==> config.mk <==
export PLATFORM = sky130hd
export DESIGN_NAME = inv_mix_columns_seq
export DESIGN_NICKNAME = d
export VERILOG_FILES = /design/src/rtl/inv_mix_columns_seq_pkg.sv /design/src/rtl/inv_mix_columns_seq_inv_mix_column.sv /design/src/rtl/inv_mix_columns_seq.sv
export SDC_FILE = /design/constraint.sdc
export NUM_CORES = 1
export LEC_CHECK = 0
export BUFFER_PORTS_ARGS = -buffer_cell sky130_fd_sc_hd__buf_2
export CAP_MARGIN = 20
export CORE_ASPECT_RATIO = 0.5
export CORE_UTILIZATION = 40
export DETAILED_ROUTE_END_ITERATION = 7
export PLACE_DENSITY = 0.64
export SLEW_MARGIN = 20
export SYNTH_ARGS = -nofsm -noshare
export SYNTH_HDL_FRONTEND = slang
export SYNTH_SLANG_ARGS = --single-unit
==> constraint.sdc <==
create_clock -name clk -period 4.2 [get_ports clk]
set_input_delay 0.21 -clock clk [delete_from_list [all_inputs] [get_ports clk]]
set_output_delay 0.21 -clock clk [all_outputs]
set_load 0.03 [all_outputs]
==> src/rtl/inv_mix_columns_seq_pkg.sv <==
// ---------------------------------------------------------------------------
// inv_mix_columns_seq_pkg : shared AES widths, FSM state type, GF(2^8) xtime
// Rev 1.0
// ---------------------------------------------------------------------------
`default_nettype none

package inv_mix_columns_seq_pkg;

  localparam int unsigned STATE_W = 128;
  localparam int unsigned COL_W   = 32;
  localparam int unsigned BYTE_W  = 8;

  typedef enum logic [1:0] {
    IDLE = 2'd0,
    RUN  = 2'd1,
    DONE = 2'd2
  } state_e;

  // Multiply by x modulo x^8+x^4+x^3+x+1
  function automatic logic [7:0] gf_xtime(input logic [7:0] b);
    return {b[6:0], 1'b0} ^ (b[7] ? 8'h1b : 8'h00);
  endfunction

endpackage

`default_nettype wire

==> src/rtl/inv_mix_columns_seq_inv_mix_column.sv <==
// ---------------------------------------------------------------------------
// inv_mix_column : combinational AES InvMixColumn on one 32-bit column
// Rev 1.0
// ---------------------------------------------------------------------------
`default_nettype none

module inv_mix_column
  import inv_mix_columns_seq_pkg::*;
(
  input  logic [COL_W-1:0] col_i,
  output logic [COL_W-1:0] col_o
);

  logic [BYTE_W-1:0] w_m9  [4];
  logic [BYTE_W-1:0] w_m11 [4];
  logic [BYTE_W-1:0] w_m13 [4];
  logic [BYTE_W-1:0] w_m14 [4];

  for (genvar i = 0; i < 4; i++) begin : g_byte
    logic [BYTE_W-1:0] w_a;
    logic [BYTE_W-1:0] w_x2;
    logic [BYTE_W-1:0] w_x4;
    logic [BYTE_W-1:0] w_x8;

    // Byte 0 is the most significant byte of the column
    assign w_a  = col_i[COL_W-1-BYTE_W*i -: BYTE_W];
    assign w_x2 = gf_xtime(w_a);
    assign w_x4 = gf_xtime(w_x2);
    assign w_x8 = gf_xtime(w_x4);

    assign w_m9[i]  = w_x8 ^ w_a;
    assign w_m11[i] = w_x8 ^ w_x2 ^ w_a;
    assign w_m13[i] = w_x8 ^ w_x4 ^ w_a;
    assign w_m14[i] = w_x8 ^ w_x4 ^ w_x2;
  end

  assign col_o = {w_m14[0] ^ w_m11[1] ^ w_m13[2] ^ w_m9[3],
                  w_m9[0]  ^ w_m14[1] ^ w_m11[2] ^ w_m13[3],
                  w_m13[0] ^ w_m9[1]  ^ w_m14[2] ^ w_m11[3],
                  w_m11[0] ^ w_m13[1] ^ w_m9[2]  ^ w_m14[3]};

endmodule

`default_nettype wire

==> src/rtl/inv_mix_columns_seq.sv <==
// ---------------------------------------------------------------------------
// inv_mix_columns_seq : column-serial AES InvMixColumns, one column per clock
// Rev 1.0
// ---------------------------------------------------------------------------
`default_nettype none

module inv_mix_columns_seq
  import inv_mix_columns_seq_pkg::*;
(
  input  logic               clk,
  input  logic               rst_n,
  input  logic               in_valid,
  output logic               in_ready,
  input  logic [STATE_W-1:0] in_state,
  output logic               out_valid,
  input  logic               out_ready,
  output logic [STATE_W-1:0] out_state
);

  state_e             state_q, state_d;
  logic [1:0]         col_q, col_d;
  logic [STATE_W-1:0] work_q, work_d;
  logic [COL_W-1:0]   w_col_in;
  logic [COL_W-1:0]   w_col_out;

  always_ff @(posedge clk) begin
    if (!rst_n) begin
      state_q <= IDLE;
    end else begin
      state_q <= state_d;
    end
  end

  always_comb begin
    state_d = state_q;
    case (state_q)
      IDLE:    if (in_valid)      state_d = RUN;
      RUN:     if (col_q == 2'd3) state_d = DONE;
      DONE:    if (out_ready)     state_d = IDLE;
      default:                    state_d = IDLE;
    endcase
  end

  always_comb begin
    in_ready  = (state_q == IDLE);
    out_valid = (state_q == DONE);
  end

  // Column 0 occupies the top 32 bits of the state
  always_comb begin
    w_col_in = work_q[127:96];
    case (col_q)
      2'd0: w_col_in = work_q[127:96];
      2'd1: w_col_in = work_q[95:64];
      2'd2: w_col_in = work_q[63:32];
      2'd3: w_col_in = work_q[31:0];
      default: w_col_in = work_q[127:96];
    endcase
  end

  inv_mix_column u_col (
    .col_i (w_col_in),
    .col_o (w_col_out)
  );

  always_comb begin
    work_d = work_q;
    col_d  = col_q;
    case (state_q)
      IDLE: begin
        if (in_valid) begin
          work_d = in_state;
          col_d  = 2'd0;
        end
      end
      RUN: begin
        case (col_q)
          2'd0: work_d[127:96] = w_col_out;
          2'd1: work_d[95:64]  = w_col_out;
          2'd2: work_d[63:32]  = w_col_out;
          2'd3: work_d[31:0]   = w_col_out;
          default: work_d = work_q;
        endcase
        col_d = col_q + 2'd1;
      end
      default: begin
        work_d = work_q;
        col_d  = col_q;
      end
    endcase
  end

  always_ff @(posedge clk) begin
    if (!rst_n) begin
      col_q  <= 2'd0;
      work_q <= '0;
    end else begin
      col_q  <= col_d;
      work_q <= work_d;
    end
  end

  assign out_state = work_q;

endmodule

`default_nettype wire

## Word-level counts from Yosys, hierarchy flattened

Cells that the tools add are included.

- Register bits after elaboration: 132
- Memories: 0
- RAM bits: 0
- Output and inout bits: 130
- Word-level logic and storage cells: 100
- ROM bits: 0
- Bits in latches: 0

- Multiply operators: 0
- $lt $le $gt $ge: 0
- Reduce and logical (&&, ||, !) cells: 9
- Muxes and demuxes: 25
- Bitwise logic cells: 48
- Equality and inequality tests: 11
- Shifts and indexed selects: 0
- Divide/modulo/power cells: 0
- $add $sub $neg: 1

Operators by type and width:

| operator | count |
|---|---|
| 8-bit bitwise XOR | 48 |
| 128-bit case mux with 2 select lines | 1 |
| 128-bit 2-to-1 mux | 1 |
| 32-bit 2-to-1 mux | 4 |
| 32-bit case mux with 4 select lines | 1 |
| 5-bit 2-to-1 mux | 12 |
| 3-bit AND reduction | 5 |
| 2-bit 2-to-1 mux | 4 |
| 2-bit == test, second input constant | 3 |
| 2-bit by 1-bit != test with 1-bit output, second input constant | 3 |
| 2-bit != test, second input constant | 3 |
| 2-bit case mux with 3 select lines | 1 |
| 2-bit by 1-bit == test with 1-bit output, second input constant | 2 |
| 2-bit zero test | 2 |
| 2-bit case mux with 2 select lines | 1 |
| 2-bit by 1-bit adder with 2-bit output, second input constant | 1 |
| 2-bit AND reduction | 1 |
| 2-bit nonzero test | 1 |

## Logic depth before layout (Yosys ltp)

Gate-level depths: netlist (run 1).

- Word-level depth: 15
- Mapped depth: 15
- Gate-level depth less buffers: 11

## Modules after synthesis

A second synthesis (run 1) with hierarchy kept.

- Cells, all modules: 803
- Area, all modules: 8410.6 um2

Modules (own cells, without submodules):

| module | area each (um2) | cells an instance | times used |
|---|---|---|---|
| inv_mix_columns_seq | 6331.1 | 589 | 1 |
| inv_mix_column | 2079.5 | 214 | 1 |

## Worst setup path before layout (run 1)

No wires, ideal clock.

- Kind: register to register
- Start point: reg col_q[1]
- End point: reg work_q[20], in the netlist out_state[20]
- Buffers on the path: 0
- Path slack: 0.866 ns
- Arrival: 3.197 ns
- Stages on the path, launching flop included: 11
- Period minus slack after synthesis: 3.334 ns
- Cells stage by stage: dfxtp_1 > inv_1 > ha_1 > a222oi_1 > xor2_1 > a21oi_2 > xnor3_2 > xnor2_1 > xnor3_1 > nand2_1 > a31oi_1

- Longest elaborated chain between the ends: 13

Ends and longest elaborated chain:

| item | RTL line | RTL |
|---|---|---|
| start, declared | inv_mix_columns_seq.sv:21 | `logic [1:0] col_q, col_d;` |
| start signal, assigned | inv_mix_columns_seq.sv:98 | `col_q <= col_d;` |
| 2-bit == test (tied with other cells) | inv_mix_columns_seq.sv:52, inv_mix_columns_seq.sv:77 |  |
| 32-bit case mux with 4 select lines | inv_mix_columns_seq.sv:52 | `case (col_q)` |
| 8-bit bitwise XOR | inv_mix_columns_seq_pkg.sv:21 | `return {b[6:0], 1'b0} ^ (b[7] ? 8'h1b : 8'h00);` |
| 5-bit 2-to-1 mux or 8-bit bitwise XOR (tied branches) | inv_mix_columns_seq_pkg.sv:21 |  |
| 8-bit bitwise XOR or 5-bit 2-to-1 mux (tied branches) | inv_mix_columns_seq_pkg.sv:21 |  |
| 8-bit bitwise XOR | inv_mix_columns_seq_pkg.sv:21 |  |
| 8-bit bitwise XOR (2 in a row) | inv_mix_columns_seq_inv_mix_column.sv:34 | `assign w_m14[i] = w_x8 ^ w_x4 ^ w_x2;` |
| 8-bit bitwise XOR (3 in a row) | inv_mix_columns_seq_inv_mix_column.sv:38 | `w_m9[0] ^ w_m14[1] ^ w_m11[2] ^ w_m13[3],` |
| 32-bit 2-to-1 mux | inv_mix_columns_seq.sv:77 | `case (col_q)` |
| 128-bit case mux with 2 select lines | inv_mix_columns_seq.sv:69 | `case (state_q)` |
| end signal, assigned | inv_mix_columns_seq.sv:99 | `work_q <= work_d;` |
| end, declared | inv_mix_columns_seq.sv:22 | `logic [STATE_W-1:0] work_q, work_d;` |

Several ways; a longest one is shown, not always the timed one. The select of a mux whose other input is x is not followed.
A chain may end at the register's enable or synchronous reset.

## Worst setup path after layout (run 1)

- Start point: reg col_q[0]
- End point: reg work_q[45], in the netlist out_state[45]

- Longest elaborated chain between the ends: 13

Ends and longest elaborated chain:

| item | RTL line | RTL |
|---|---|---|
| 2-bit == test (tied with other cells) | inv_mix_columns_seq.sv:52 |  |
| 32-bit case mux with 4 select lines | inv_mix_columns_seq.sv:52 |  |
| 5-bit 2-to-1 mux or 8-bit bitwise XOR (tied branches) | inv_mix_columns_seq_pkg.sv:21 |  |
| 8-bit bitwise XOR or 5-bit 2-to-1 mux (tied branches) | inv_mix_columns_seq_pkg.sv:21 |  |
| 8-bit bitwise XOR (2 in a row) | inv_mix_columns_seq_pkg.sv:21 |  |
| 8-bit bitwise XOR (2 in a row) | inv_mix_columns_seq_inv_mix_column.sv:33 | `assign w_m13[i] = w_x8 ^ w_x4 ^ w_a;` |
| 8-bit bitwise XOR (3 in a row) | inv_mix_columns_seq_inv_mix_column.sv:39 | `w_m13[0] ^ w_m9[1] ^ w_m14[2] ^ w_m11[3],` |
| 32-bit 2-to-1 mux | inv_mix_columns_seq.sv:77 |  |
| 128-bit case mux with 2 select lines | inv_mix_columns_seq.sv:69 |  |

Several ways; a longest one is shown, not always the timed one. The select of a mux whose other input is x is not followed.

==> impl_metrics.sql, run 1 <==
INSERT INTO impl_metrics (metric_group, metric, value, unit) VALUES
('outcome', 'run_status', 'finished clean', ''),
('setup_path', 'crit_buf_inv', '3', ''),
('hold_path', 'timing.hold.worst.class', 'primary input to flip-flop', ''),
('global_routing', 'grt_overflow', '0', ''),
('clock_tree', 'maximum_buffer_depth_of_the_clock_tree', '2', ''),
('timing', 'final-hold-violation-count', '0', ''),
('placed_design', 'pre_cts_ws', '280.3', 'ps'),
('detailed_routing', 'residual_drc', '0', ''),
('yosys', 'synthFlopType', 'sky130_fd_sc_hd__dfxtp_1', ''),
('finish', 'fraction_of_the_core_area_covered_by_cells_at_the_end_of_the_flow', '0.5435', ''),
('setup_path', 'worst_path_most_repeated_cell', 'sky130_fd_sc_hd__xnor2_1', ''),
('floorplanning', 'io_pins', '262', ''),
('clock_tree', 'number_of_buffers_created_by_cts', '17', ''),
('detailed_routing', 'drt_wl_total', '43.58', 'mm'),
('detailed_routing', 'wl_per_cell', '24.61', 'um'),
('yosys', 'synth-async-reset-ratio', '0', ''),
('timing', 'finalSetupViolations', '0', ''),
('timing', 'maxClockFrequency', '243.0', 'MHz'),
('setup_path', 'worst_path_dominant_cell_family', 'compound AO/OA/AOI/OAI gates', ''),
('global_routing', 'first_pass_grt_wire_length', '62.12', 'mm'),
('yosys', 'synth-edff-count', '0', ''),
('yosys', 'post-synth-top-area-cell', 'sky130_fd_sc_hd__dfxtp_1', ''),
('finish', 'antenna_cells_inserted', '0', ''),
('power_and_ir_drop', 'ir_worst_vdd', '0.5644', 'mV'),
('floorplanning', 'rows', '38', ''),
('placed_design', 'gp_weighted_congestion', '1.036', ''),
('timing', 'rsz0062_at_grt', 'false', ''),
('run', 'timing.max_cap.violations', '0', ''),
('timing', 'layout_min_cycle_time', '4116', 'ps'),
('clock_tree', 'htreeDepth', '4', ''),
('clock_tree', 'cts_setup_buffers', '0', ''),
('setup_path', 'crit_path_top_delay_cell', 'sky130_fd_sc_hd__o21ai_0', ''),
('power_and_ir_drop', 'power.switching', '5.753', 'mW'),
('finish', 'finalNetCount', '1594', ''),
('setup_path', 'cp_peak_stage_delay', '750', 'ps'),
('setup_path', 'startpoint_type', 'flip-flop', ''),
('yosys', 'syn-mean-instance-area', '7.861', 'um2'),
('timing', 'tns_setup', '0', 'ps'),
('timing', 'fin_ws', '84.39', 'ps'),
('power_and_ir_drop', 'power.combinational.fraction', '0.703', ''),
('yosys', 'synth_warnings', '0', ''),
('detailed_routing', 'routed_via_density', '5.880', ''),
('power_and_ir_drop', 'power_per_cell_area', '974.4', 'nW/um2'),
('yosys', 'post_synth_main_area_contributors', 'sky130_fd_sc_hd__dfxtp_1 29%, sky130_fd_sc_hd__xnor2_1 18%, sky130_fd_sc_hd__a21oi_1 9.9%', ''),
('finish', 'synthToLayoutAreaGrowth', '30.44', '%'),
('floorplanning', 'core_area', '22110', 'um2'),
('yosys', 'yosys.area.top_type_share', '0.2868', ''),
('finish', 'final_layout_size_suffix_gt1_frac', '0.2937', ''),
('floorplanning', 'floorplan.initialDensity', '0.4167', ''),
('power_and_ir_drop', 'power_report.internal_total', '5.956', 'mW'),
('setup_path', 'endpoint_kind', 'flip-flop', ''),
('finish', 'fillerInstances', '2114', ''),
('clock_tree', 'tritoncts', 'done', ''),
('clock_tree', 'clk_pin_slew', '60', 'ps'),
('detailed_routing', 'via_count', '10410', ''),
('global_routing', 'grt_pass1_vias', '9528', ''),
('power_and_ir_drop', 'share_seq_of_total_power', '0.163', ''),
('placed_design', 'port-buffer-count', '261', ''),
('setup_path', 'data_arrival_time_of_the_worst_path', '4420', 'ps'),
('timing', 'timing.slew.headroom', '0.2888', ''),
('placed_design', 'place.detailed.hpwl', '33.22', 'mm'),
('yosys', 'syn_nets', '1308', ''),
('setup_path', 'timing.critical_path.cells', 'inv_1 > ha_1 > a222oi_1 > buf_4 > buf_4 > xnor2_1 > xnor2_1 > o21ai_0 > xnor2_1 > xnor2_1 > xnor2_1 > nor2_1 > o21ai_0', ''),
('timing', 'slew_violations', '0', ''),
('global_routing', 'grt_max_degree', '122', ''),
('floorplanning', 'die_w', '216.6', 'um'),
('power_and_ir_drop', 'p_sw_frac', '0.4913', ''),
('clock_tree', 'clock-sinks', '132', ''),
('floorplanning', 'die_area', '23680', 'um2'),
('timing', 'worstMarginPinSlew', '1067', 'ps'),
('power_and_ir_drop', 'p_leak', '5.114', 'nW');
tightest hold or removal path, stage by stage:
cell	delay, ps
sky130_fd_sc_hd__buf_2	90
sky130_fd_sc_hd__nand2_1	50
sky130_fd_sc_hd__a31oi_1	70
state kept, by name, indices dropped and copies added, names as in the netlist:
signal     cells
col_q          2
out_state    128
state_q        2
cells in the mapped netlist (2+ instances only):
library cell               number
sky130_fd_sc_hd__xnor2_1      194
sky130_fd_sc_hd__a21oi_1      182
sky130_fd_sc_hd__o21ai_0      141
sky130_fd_sc_hd__dfxtp_1      132
sky130_fd_sc_hd__nand2_1       91
sky130_fd_sc_hd__clkbuf_1      89
sky130_fd_sc_hd__xor2_1        77
sky130_fd_sc_hd__nor2_1        56
sky130_fd_sc_hd__a222oi_1      32
sky130_fd_sc_hd__nand3_1       26
sky130_fd_sc_hd__a31oi_1       21
sky130_fd_sc_hd__o211ai_1      21
sky130_fd_sc_hd__buf_2         14
sky130_fd_sc_hd__a22oi_1       10
sky130_fd_sc_hd__and2_1         9
sky130_fd_sc_hd__mux2i_1        9
sky130_fd_sc_hd__inv_1          8
sky130_fd_sc_hd__buf_1          6
sky130_fd_sc_hd__o31ai_1        6
sky130_fd_sc_hd__o21ai_1        5
sky130_fd_sc_hd__xnor2_2        5
sky130_fd_sc_hd__xnor3_1        5
sky130_fd_sc_hd__a22o_1         4
sky130_fd_sc_hd__ha_1           4
sky130_fd_sc_hd__a21o_1         3
sky130_fd_sc_hd__nor2b_1        3
sky130_fd_sc_hd__o21ai_2        3
sky130_fd_sc_hd__buf_6          2
sky130_fd_sc_hd__xor3_1         2
worst paths after layout:
kind,start,to,slack [ps],depth (start not counted)
worst min-delay path,in_state[22],out_state[22]$_SDFFE_PN0P_,50,3
worst min register to register,out_state[77]$_SDFFE_PN0P_,out_state[77]$_SDFFE_PN0P_,500,2
worst max-delay path,col_q[0]$_SDFFE_PN0P_,out_state[45]$_SDFFE_PN0P_,80,13
worst max register to register,col_q[0]$_SDFFE_PN0P_,out_state[45]$_SDFFE_PN0P_,80,13
cells in the final DEF (no fill, tap or decap), types with 17 or more instances in the layout:
cell	instances
sky130_fd_sc_hd__a21oi_1	177
sky130_fd_sc_hd__buf_2	260
sky130_fd_sc_hd__o21ai_0	141
sky130_fd_sc_hd__nand3_1	26
sky130_fd_sc_hd__nor2_1	55
sky130_fd_sc_hd__buf_4	115
sky130_fd_sc_hd__a31oi_1	21
sky130_fd_sc_hd__clkbuf_16	17
sky130_fd_sc_hd__o211ai_1	21
sky130_fd_sc_hd__xor2_1	77
sky130_fd_sc_hd__xnor2_1	194
sky130_fd_sc_hd__dfxtp_1	132
sky130_fd_sc_hd__nand2_1	91
sky130_fd_sc_hd__a222oi_1	32
routing by layer:
layer | global-route usage | part of all wire | wire, um | vias up
li1 | - | - | - | 4643
met1 | 0.5030 | 0.43 | 18690 | 5034
met2 | 0.5034 | 0.40 | 17610 | 685
met3 | 0.1654 | 0.15 | 6460 | 50
met4 | 0.07797 | 0.016 | 697 | 2
met5 | 0.03958 | 0.0029 | 126 | -
power by group through the flow:
stage | clock network, mW | registers, mW | logic, mW
3_5_place_dp | 0 | 1.92 | 7.91
6_report | 1.57 | 1.91 | 8.23
2_1_floorplan | 0 | 2.25 | 4.59
4_1_cts | 1.56 | 1.89 | 8.00
3_3_place_gp | 0 | 1.92 | 7.94
5_1_grt | 1.62 | 1.93 | 8.67
through the flow:
stage | total power [mW] | hold WS (ps) | cells | area, um2
floorplan | 6.833 | 373.0 | 1172 | 9213
global placement | 9.859 | 480.1 | 1739 | 11400
detailed placement | 9.829 | 486.2 | 1739 | 11400
CTS | 11.45 | 38.02 | 1771 | 12010
global route | 12.21 | 47.07 | 1771 | 12020
finish | 11.71 | 46.67 | 1771 | 12020
final cells by class:
type / instances / area, um2 / area share
multi-input cells: 920 / 6126 / 0.5098
flip-flops and latches: 132 / 2643 / 0.2199
repair buffers: 378 / 2225 / 0.1851
clock buffers: 23 / 498.0 / 0.04144
well taps: 300 / 375.4 / 0.03124
clock inverters: 9 / 116.4 / 0.009684
inverters: 9 / 33.78 / 0.002811
cells by family (layout without fill, tap and decap cells):
| kind of cell | after synthesis | count (layout) | share of synthesized area |
|---|---|---|---|
| compound gates | 431 | 431 | 0.2693 |
| xor+xnor | 285 | 285 | 0.2882 |
| fa+ha+maj | 4 | 4 | 0.005433 |
| buf+inv | 120 | 419 | 0.05242 |
| flops | 132 | 132 | 0.2868 |
| mux | 10 | 10 | 0.01127 |
| simple gates | 190 | 190 | 0.08651 |
what timing repair did:
item                                    CTS  global route
hold buffers                              0             0
gates resized for setup                   0             1
endpoints found under the setup margin    0             3
(Power assumes the default switching activity.)
==> inputs of run 2 (changes only) <==
--- a/config.mk
+++ b/config.mk
@@ -5,13 +5,15 @@
 export SDC_FILE = /design/constraint.sdc
 export NUM_CORES = 1
 export LEC_CHECK = 0
-export BUFFER_PORTS_ARGS = -buffer_cell sky130_fd_sc_hd__buf_2
 export CAP_MARGIN = 20
 export CORE_ASPECT_RATIO = 0.5
 export CORE_UTILIZATION = 40
 export DETAILED_ROUTE_END_ITERATION = 7
-export PLACE_DENSITY = 0.64
+export DONT_BUFFER_PORTS = 1
+export PLACE_DENSITY = 0.54
+export SETUP_SLACK_MARGIN = 0.3
 export SLEW_MARGIN = 20
 export SYNTH_ARGS = -nofsm -noshare
 export SYNTH_HDL_FRONTEND = slang
+export SYNTH_HIERARCHICAL = 1
 export SYNTH_SLANG_ARGS = --single-unit
==> run 2 against run 1 <==
Effect of this change: the run now ends with DRC left; fmax up 8.1%; sequential cell count unchanged; routed wire length down 25%; hold slack worse by 30 ps; first-iteration DRC count down 49%; count of clock-buffer cells in the layout down 4; area after synthesis down 8.7%; final area down 21%; non-clock buffer count down 326; clock skew down 1.1 ps.
==> impl_metrics.sql, run 2 <==
INSERT INTO impl_metrics (metric_group, metric, value, unit) VALUES
('outcome', 'run_status', 'complete, but fails checks', ''),
('yosys', 'yosys.area_share.xor_xnor', '0.2373', ''),
('yosys', 'synth_simple_gate_area_frac', '0.01012', ''),
('clock_tree', 'htreeDepth', '4', ''),
('timing', 'period_share', '0.9066', ''),
('yosys', 'syn-mean-instance-area', '10.47', 'um2'),
('timing', 'fin_worst_skew', '12.48', 'ps'),
('floorplanning', 'floorplan.initialDensity', '0.4092', ''),
('finish', 'multi_input_gate_area', '5331', 'um2'),
('global_routing', 'first_pass_grt_wire_length', '47.93', 'mm'),
('yosys', 'synth_most_common_cell', 'sky130_fd_sc_hd__xnor2_1', ''),
('yosys', 'ys_top_cells_by_count', '150 x sky130_fd_sc_hd__xnor2_1, 132 x sky130_fd_sc_hd__dfxtp_1, 128 x sky130_fd_sc_hd__o21a_1, 128 x sky130_fd_sc_hd__o221a_2, 38 x sky130_fd_sc_hd__clkbuf_1', ''),
('global_routing', 'grt_max_degree', '130', ''),
('timing', 'tns_setup', '0', 'ps'),
('timing', 'worstMarginPinSlew', '1033', 'ps'),
('clock_tree', 'number_of_buffers_created_by_cts', '17', ''),
('yosys', 'synth-adder-area-share', '0.005951', ''),
('hold_path', 'timing.hold.worst.class', 'primary input to flip-flop', ''),
('detailed_routing', 'via_count', '6759', ''),
('yosys', 'post_synth_main_area_contributors', 'sky130_fd_sc_hd__dfxtp_1 31%, sky130_fd_sc_hd__o221a_2 17%, sky130_fd_sc_hd__xnor2_1 16%', ''),
('yosys', 'synth_top_family_by_area', 'compound AO/OA/AOI/OAI gates', ''),
('floorplanning', 'io_pins', '262', ''),
('setup_path', 'endpoint_kind', 'flip-flop', ''),
('yosys', 'post_synth_mux_area_share', '0.03808', ''),
('yosys', 'synth.lib_cells_used.distinct', '32', ''),
('timing', 'finalSetupViolations', '0', ''),
('detailed_routing', 'routed_via_density', '6.276', ''),
('global_routing', 'antenna_found_initial', '0', ''),
('detailed_routing', 'drt_wl_total', '32.54', 'mm'),
('clock_tree', 'maximum_buffer_depth_of_the_clock_tree', '2', ''),
('finish', 'layout.cells.most_common', 'sky130_fd_sc_hd__xnor2_1', ''),
('timing', 'layout_min_cycle_time', '3808', 'ps'),
('yosys', 'post_synth_inst_count', '803', ''),
('finish', 'synthToLayoutAreaGrowth', '13.55', '%'),
('setup_path', 'criticalPathCategory', 'flip-flop to flip-flop', ''),
('timing', 'maxClockFrequency', '262.6', 'MHz'),
('clock_tree', 'tritoncts', 'done', ''),
('yosys', 'syn_nets', '939', ''),
('placed_design', 'place.detailed.hpwl', '24.34', 'mm'),
('floorplanning', 'die-height', '104.5', 'um'),
('setup_path', 'startpoint_type', 'flip-flop', ''),
('yosys', 'post-synth-top-area-cell', 'sky130_fd_sc_hd__dfxtp_1', ''),
('yosys', 'synth_compound_gate_area_share', '0.3326', ''),
('yosys', 'synth_seq_area_share', '0.3142', ''),
('clock_tree', 'cts_setup_buffers', '0', ''),
('floorplanning', 'core_area', '20550', 'um2'),
('placed_design', 'port-buffer-count', '0', ''),
('yosys', 'synth-edff-count', '0', ''),
('timing', 'hold_slack', '16.40', 'ps'),
('finish', 'final_area', '9550', 'um2'),
('finish', 'most-common-layout-cells', '146 x sky130_fd_sc_hd__xnor2_1, 132 x sky130_fd_sc_hd__dfxtp_1, 128 x sky130_fd_sc_hd__o21a_1, 128 x sky130_fd_sc_hd__o221a_2, 47 x sky130_fd_sc_hd__buf_4', ''),
('placed_design', 'placement.cell_area', '8837', 'um2'),
('detailed_routing', 'antenna_left', '0', ''),
('clock_tree', 'clock-sinks', '132', ''),
('global_routing', 'grt_overflow', '0', ''),
('finish', 'final-seq-area', '2643', 'um2'),
('global_routing', 'globalRouteTotalUtil', '0.3002', ''),
('yosys', 'netlist_area', '8411', 'um2'),
('floorplanning', 'die_area', '21650', 'um2'),
('floorplanning', 'die_w', '207.1', 'um'),
('timing', 'rsz0062_at_grt', 'false', ''),
('setup_path', 'crit_fanout', '10', ''),
('timing', 'final-hold-violation-count', '0', ''),
('detailed_routing', 'drt_iter0_drc', '747', ''),
('detailed_routing', 'detailedRoute.firstPassIterationCount', '8', ''),
('finish', 'fillerInstances', '1944', ''),
('timing', 'slew_violations', '0', ''),
('detailed_routing', 'wl_per_cell', '30.21', 'um'),
('clock_tree', 'clk_pin_slew', '60', 'ps'),
('finish', 'antenna_cells_inserted', '0', ''),
('global_routing', 'grt_pass1_vias', '6760', ''),
('floorplanning', 'rows', '37', ''),
('detailed_routing', 'residual_drc', '17', ''),
('run', 'timing.max_cap.violations', '0', ''),
('yosys', 'synthFlopType', 'sky130_fd_sc_hd__dfxtp_1', ''),
('yosys', 'yosys.area.top_type_share', '0.3142', ''),
('placed_design', 'gp_weighted_congestion', '0.9340', ''),
('setup_path', 'cp_data_required_time', '4570', 'ps'),
('clock_tree', 'insertion_delay', '430', 'ps'),
('timing', 'timing.slew.headroom', '0.2917', ''),
('yosys', 'synth_warnings', '6', ''),
('yosys', 'synth-async-reset-ratio', '0', ''),
('finish', 'largest_reg_flops', '128', ''),
('setup_path', 'data_arrival_time_of_the_worst_path', '4180', 'ps'),
('clock_tree', 'clockRootBuffer', 'sky130_fd_sc_hd__clkbuf_16', ''),
('yosys', 'postSynthRegisterBits', '132', ''),
('finish', 'final_layout_size_suffix_gt1_frac', '0.2960', ''),
('finish', 'finalNetCount', '927', ''),
('outcome', 'violated_checks', 'DRC', '');
## run 2: final timing paths
| check | slack [ps] | cells after the start | from | endpoint |
|---|---|---|---|---|
| worst max-delay path | 390 | 9 | col_q[0]$_SDFFE_PN0P_ | out_state[46]$_SDFFE_PN0P_ |
| worst min-delay path | 20 | 2 | rst_n | out_state[8]$_SDFFE_PN0P_ |
| worst max register to register | 390 | 9 | col_q[0]$_SDFFE_PN0P_ | out_state[46]$_SDFFE_PN0P_ |
| worst min register to register | 540 | 2 | col_q[1]$_SDFFE_PN0P_ | col_q[1]$_SDFFE_PN0P_ |
## run 2: what timing repair did
| item | CTS | global route |
|---|---|---|
| resized for setup | 0 | 6 |
| endpoints found under the hold margin | 4 | 0 |
| hold buffers | 2 | 0 |
| endpoints found under the setup margin | 0 | 36 |
## run 2: critical path, stage by stage, from the launching register on
cell	delay [ps]
sky130_fd_sc_hd__dfxtp_1	330
sky130_fd_sc_hd__inv_1	110
sky130_fd_sc_hd__ha_2	400
sky130_fd_sc_hd__buf_4	250
sky130_fd_sc_hd__mux2i_1	860
sky130_fd_sc_hd__xnor2_2	300
sky130_fd_sc_hd__xor2_1	370
sky130_fd_sc_hd__xnor2_1	170
sky130_fd_sc_hd__xnor2_1	650
sky130_fd_sc_hd__o221a_2	300
## run 2: kinds of logic (layout without fill, tap and decap cells)
family                     count (synthesis)  after routing
xor gates and xnor gates                 202            202
muxes                                     32             32
DFF                                      132            132
buffers and inverters                    118            119
and+or+nand+nor                           17             17
adders and majority gates                  4              4
AOI/OAI and AO/OA                        298            298
## run 2: cell type report
type                            count  area share
Multi-Input combinational cell    553      0.5582
Clock buffer                       19     0.04638
Timing Repair Buffer               52     0.04769
Inverter                           35     0.01376
Clock inverter                     13     0.02149
Tap cell                          273     0.03577
Sequential cell                   132      0.2767
## run 2: per-layer routing
layer,vias up,GRT usage,routed length [um]
li1,3002,-,-
met5,-,0,0
met3,21,0.08356,3442
met1,3355,0.4600,15760
met4,0,0.05384,250
met2,381,0.4112,13090
## run 2: per-stage QoR
| step | setup slack (ps) | std cells | util |
|---|---|---|---|
| finish | 392.1 | 1077 | 0.4646 |
| global route | 272.8 | 1077 | 0.4646 |
| CTS | 400.6 | 1077 | 0.4624 |
| detailed placement | 438.1 | 1043 | 0.4299 |
| global placement | 422.1 | 1040 | 0.4258 |
| floorplan | 723.9 | 803 | - |
Power of run 2 is left out: the tool's default activity adds up to more than one toggle a clock period on the data nets, which glitch-free logic cannot reach.
==> inputs of run 3 (changes only) <==
--- a/config.mk
+++ b/config.mk
@@ -5,9 +5,11 @@
 export SDC_FILE = /design/constraint.sdc
 export NUM_CORES = 1
 export LEC_CHECK = 0
+export ABC_AREA = 1
 export CAP_MARGIN = 20
 export CORE_ASPECT_RATIO = 0.5
 export CORE_UTILIZATION = 40
+export CTS_CLUSTER_DIAMETER = 50
 export DETAILED_ROUTE_END_ITERATION = 7
 export DONT_BUFFER_PORTS = 1
 export PLACE_DENSITY = 0.54
==> run 3 against run 2 <==
Effect of this change: the flow now finishes without violations; die area is 39% higher; final area is 36% higher; worst setup slack better by 120 ps; non-clock buffer count is 44 higher; sequential cell count stayed put; hold slack worse by 7.9 ps; fmax is 3.2% higher; critical path type unchanged.
==> impl_metrics.sql, run 3 <==
INSERT INTO impl_metrics (metric_group, metric, value, unit) VALUES
('outcome', 'run_status', 'finished clean', ''),
('yosys', 'post_synth_main_area_contributors', 'sky130_fd_sc_hd__nand2_1 26%, sky130_fd_sc_hd__dfxtp_1 22%, sky130_fd_sc_hd__nor2_1 9.3%', ''),
('hold_path', 'timing.hold.worst.class', 'primary input to flip-flop', ''),
('clock_tree', 'htreeDepth', '4', ''),
('timing', 'hold_slack', '8.486', 'ps'),
('floorplanning', 'rows', '43', ''),
('yosys', 'synth_most_common_cell', 'sky130_fd_sc_hd__nand2_1', ''),
('yosys', 'synth.lib_cells_used.distinct', '33', ''),
('detailed_routing', 'detailedRoute.firstPassIterationCount', '5', ''),
('timing', 'finalSetupViolations', '0', ''),
('clock_tree', 'number_of_buffers_created_by_cts', '17', ''),
('yosys', 'synth-edff-count', '0', ''),
('setup_path', 'critical_path.startpoint', 'col_q[0]$_SDFFE_PN0P_', ''),
('floorplanning', 'io_pins', '262', ''),
('yosys', 'post-synth-top-area-cell', 'sky130_fd_sc_hd__nand2_1', ''),
('finish', 'final_layout_size_suffix_gt1_frac', '0.08409', ''),
('detailed_routing', 'wl_per_cell', '20.28', 'um'),
('yosys', 'syn-mean-instance-area', '5.658', 'um2'),
('yosys', 'postSynthRegisterBits', '132', ''),
('placed_design', 'port-buffer-count', '0', ''),
('clock_tree', 'clockRootBuffer', 'sky130_fd_sc_hd__clkbuf_16', ''),
('setup_path', 'cp_data_required_time', '4570', 'ps'),
('yosys', 'netlist_area', '11760', 'um2'),
('yosys', 'ys_top_cells_by_count', '824 x sky130_fd_sc_hd__nand2_1, 292 x sky130_fd_sc_hd__nor2_1, 213 x sky130_fd_sc_hd__nand3_1', ''),
('yosys', 'post_synth_inst_count', '2078', ''),
('clock_tree', 'tritoncts', 'done', ''),
('timing', 'period_share', '0.8788', ''),
('clock_tree', 'clock-sinks', '132', ''),
('detailed_routing', 'residual_drc', '0', ''),
('timing', 'slew_violations', '0', ''),
('timing', 'layout_min_cycle_time', '3691', 'ps'),
('yosys', 'syn_nets', '2214', ''),
('global_routing', 'grt_pass1_vias', '11530', ''),
('floorplanning', 'core_area', '28300', 'um2'),
('detailed_routing', 'antenna_left', '0', ''),
('timing', 'tns_setup', '0', 'ps'),
('detailed_routing', 'drt_wl_total', '50.19', 'mm'),
('setup_path', 'endpoint_kind', 'flip-flop', ''),
('global_routing', 'grt_max_degree', '131', ''),
('floorplanning', 'die_area', '30120', 'um2'),
('timing', 'worstMarginPinSlew', '964.2', 'ps'),
('detailed_routing', 'routed_via_density', '5.200', ''),
('yosys', 'yosys.area.top_type_share', '0.2631', ''),
('yosys', 'synth_warnings', '6', ''),
('finish', 'finalNetCount', '2217', ''),
('clock_tree', 'cts_setup_buffers', '0', ''),
('setup_path', 'crit_fanout', '33', ''),
('timing', 'rsz0062_at_grt', 'true', ''),
('yosys', 'synth-async-reset-ratio', '0', ''),
('detailed_routing', 'via_count', '12870', ''),
('floorplanning', 'floorplan.initialDensity', '0.4155', ''),
('finish', 'antenna_cells_inserted', '0', ''),
('floorplanning', 'die-height', '123.2', 'um'),
('finish', 'most-common-layout-cells', '824 x sky130_fd_sc_hd__nand2_1, 292 x sky130_fd_sc_hd__nor2_1, 213 x sky130_fd_sc_hd__nand3_1', ''),
('clock_tree', 'maximum_buffer_depth_of_the_clock_tree', '2', ''),
('finish', 'layout.cells.most_common', 'sky130_fd_sc_hd__nand2_1', ''),
('power_and_ir_drop', 'p_leak', '6.939', 'nW'),
('clock_tree', 'clk_pin_slew', '60', 'ps'),
('setup_path', 'criticalPathCategory', 'flip-flop to flip-flop', ''),
('yosys', 'synth_seq_area_share', '0.2248', ''),
('timing', 'timing.slew.headroom', '0.3556', ''),
('finish', 'largest_reg_flops', '128', ''),
('placed_design', 'place.detailed.hpwl', '38.20', 'mm'),
('finish', 'fraction_of_the_core_area_covered_by_cells_at_the_end_of_the_flow', '0.4595', ''),
('setup_path', 'data_arrival_time_of_the_worst_path', '4060', 'ps'),
('global_routing', 'globalRouteTotalUtil', '0.3301', ''),
('hold_path', 'timing.hold.worst.start', 'in_state[70]', ''),
('finish', 'synthToLayoutAreaGrowth', '10.60', '%'),
('power_and_ir_drop', 'ir_worst_vdd', '0.3670', 'mV'),
('global_routing', 'first_pass_grt_wire_length', '73.34', 'mm'),
('timing', 'fin_worst_skew', '14.55', 'ps'),
('timing', 'maxClockFrequency', '270.9', 'MHz'),
('global_routing', 'antenna_found_initial', '0', ''),
('power_and_ir_drop', 'power_per_cell_area', '773.2', 'nW/um2'),
('run', 'timing.max_cap.violations', '0', ''),
('placed_design', 'gp_weighted_congestion', '1.105', ''),
('setup_path', 'startpoint_type', 'flip-flop', ''),
('timing', 'final-hold-violation-count', '0', ''),
('setup_path', 'timing.rr.start', 'col_q[0]$_SDFFE_PN0P_', ''),
('yosys', 'synthFlopType', 'sky130_fd_sc_hd__dfxtp_1', ''),
('clock_tree', 'insertion_delay', '430', 'ps'),
('global_routing', 'grt_overflow', '0', ''),
('floorplanning', 'die_w', '244.5', 'um'),
('detailed_routing', 'drt_iter0_drc', '1164', '');
run 3: changes by cell type in the layout (fill, tap and decap cells not counted), sizes merged, moves of 36 or more:
cell,before,now
dlygate4sd3,2,39
a21oi,4,40
nor2,2,296
o221a,128,0
xnor2,160,51
nand3,0,227
inv,36,223
nand2,9,861
xor2,34,85
o21a,128,0
run 3: worst paths after layout:
path,end,slack (ps),cells past startpoint
worst max-delay path,out_state[96]$_SDFFE_PN0P_,510,17
worst min-delay path,out_state[70]$_SDFFE_PN0P_,8,4
worst max register to register,out_state[96]$_SDFFE_PN0P_,510,17
worst min register to register,col_q[1]$_SDFFE_PN0P_,530,2
run 3: power by group:
part           switching (mW)  internal, mW
sequential              0.643          1.45
combinational            4.42          2.03
clock                   0.635         0.877
total                    5.69          4.36
run 3: layout make-up:
cell class	count	area [um2]
clock buffers	17	425.4
clock inverters	14	150.1
fillers	3157	15300
inverters	219	835.8
multi-input cells	1615	7591
flip-flops and latches	132	2644
well taps	382	478.0
repair buffers	96	879.6
run 3: metrics by stage:
step / worst slack [ps] / instance area [um2] / instances / power, mW
finish: 509.2 / 13000 / 2475 / 10.06
global route: 293.6 / 13000 / 2475 / 10.72
CTS: 606.5 / 12980 / 2475 / 9.882
detailed placement: 629.9 / 11990 / 2404 / 8.275
global placement: 649.6 / 11990 / 2404 / 8.334
floorplan: 1291 / 11760 / 2078 / 6.303
run 3: worst max-delay path, cell delays in order (launching register included):
cell and delay (ps):
sky130_fd_sc_hd__dfxtp_1 330, sky130_fd_sc_hd__inv_1 100, sky130_fd_sc_hd__ha_1 220, sky130_fd_sc_hd__buf_4 420, sky130_fd_sc_hd__a21oi_1 100, sky130_fd_sc_hd__a31oi_2 190
sky130_fd_sc_hd__buf_4 320, sky130_fd_sc_hd__inv_1 220, sky130_fd_sc_hd__nand2_1 130, sky130_fd_sc_hd__nand2_1 50, sky130_fd_sc_hd__nand2_1 60, sky130_fd_sc_hd__nand2_2 120
sky130_fd_sc_hd__xor2_1 210, sky130_fd_sc_hd__xnor2_1 580, sky130_fd_sc_hd__nand3_2 270, sky130_fd_sc_hd__nand2_1 130, sky130_fd_sc_hd__nor2_1 50, sky130_fd_sc_hd__nor2_1 90
run 3: cell families after synthesis:
kind of cell,count (synthesis),synth area share
compound gates,73,0.03448
xor+xnor,136,0.1090
fa+ha+maj,4,0.004257
buf+inv,331,0.1326
flops,132,0.2248
simple gates,1402,0.4949
run 3: what timing repair did:
action                     in CTS  in global routing
hold endpoints to repair      132                  0
resized for setup               0                  4
hold buffers                   40                  0
setup endpoints to repair       0                 15
run 3: layer usage:
layer / track usage / up-vias / share of wire
met4: 0.1020 / 0 / 0.028
met5: 0 / - / 0
met3: 0.1003 / 77 / 0.10
li1: - / 6317 / -
met2: 0.4730 / 540 / 0.40
met1: 0.4687 / 5937 / 0.47
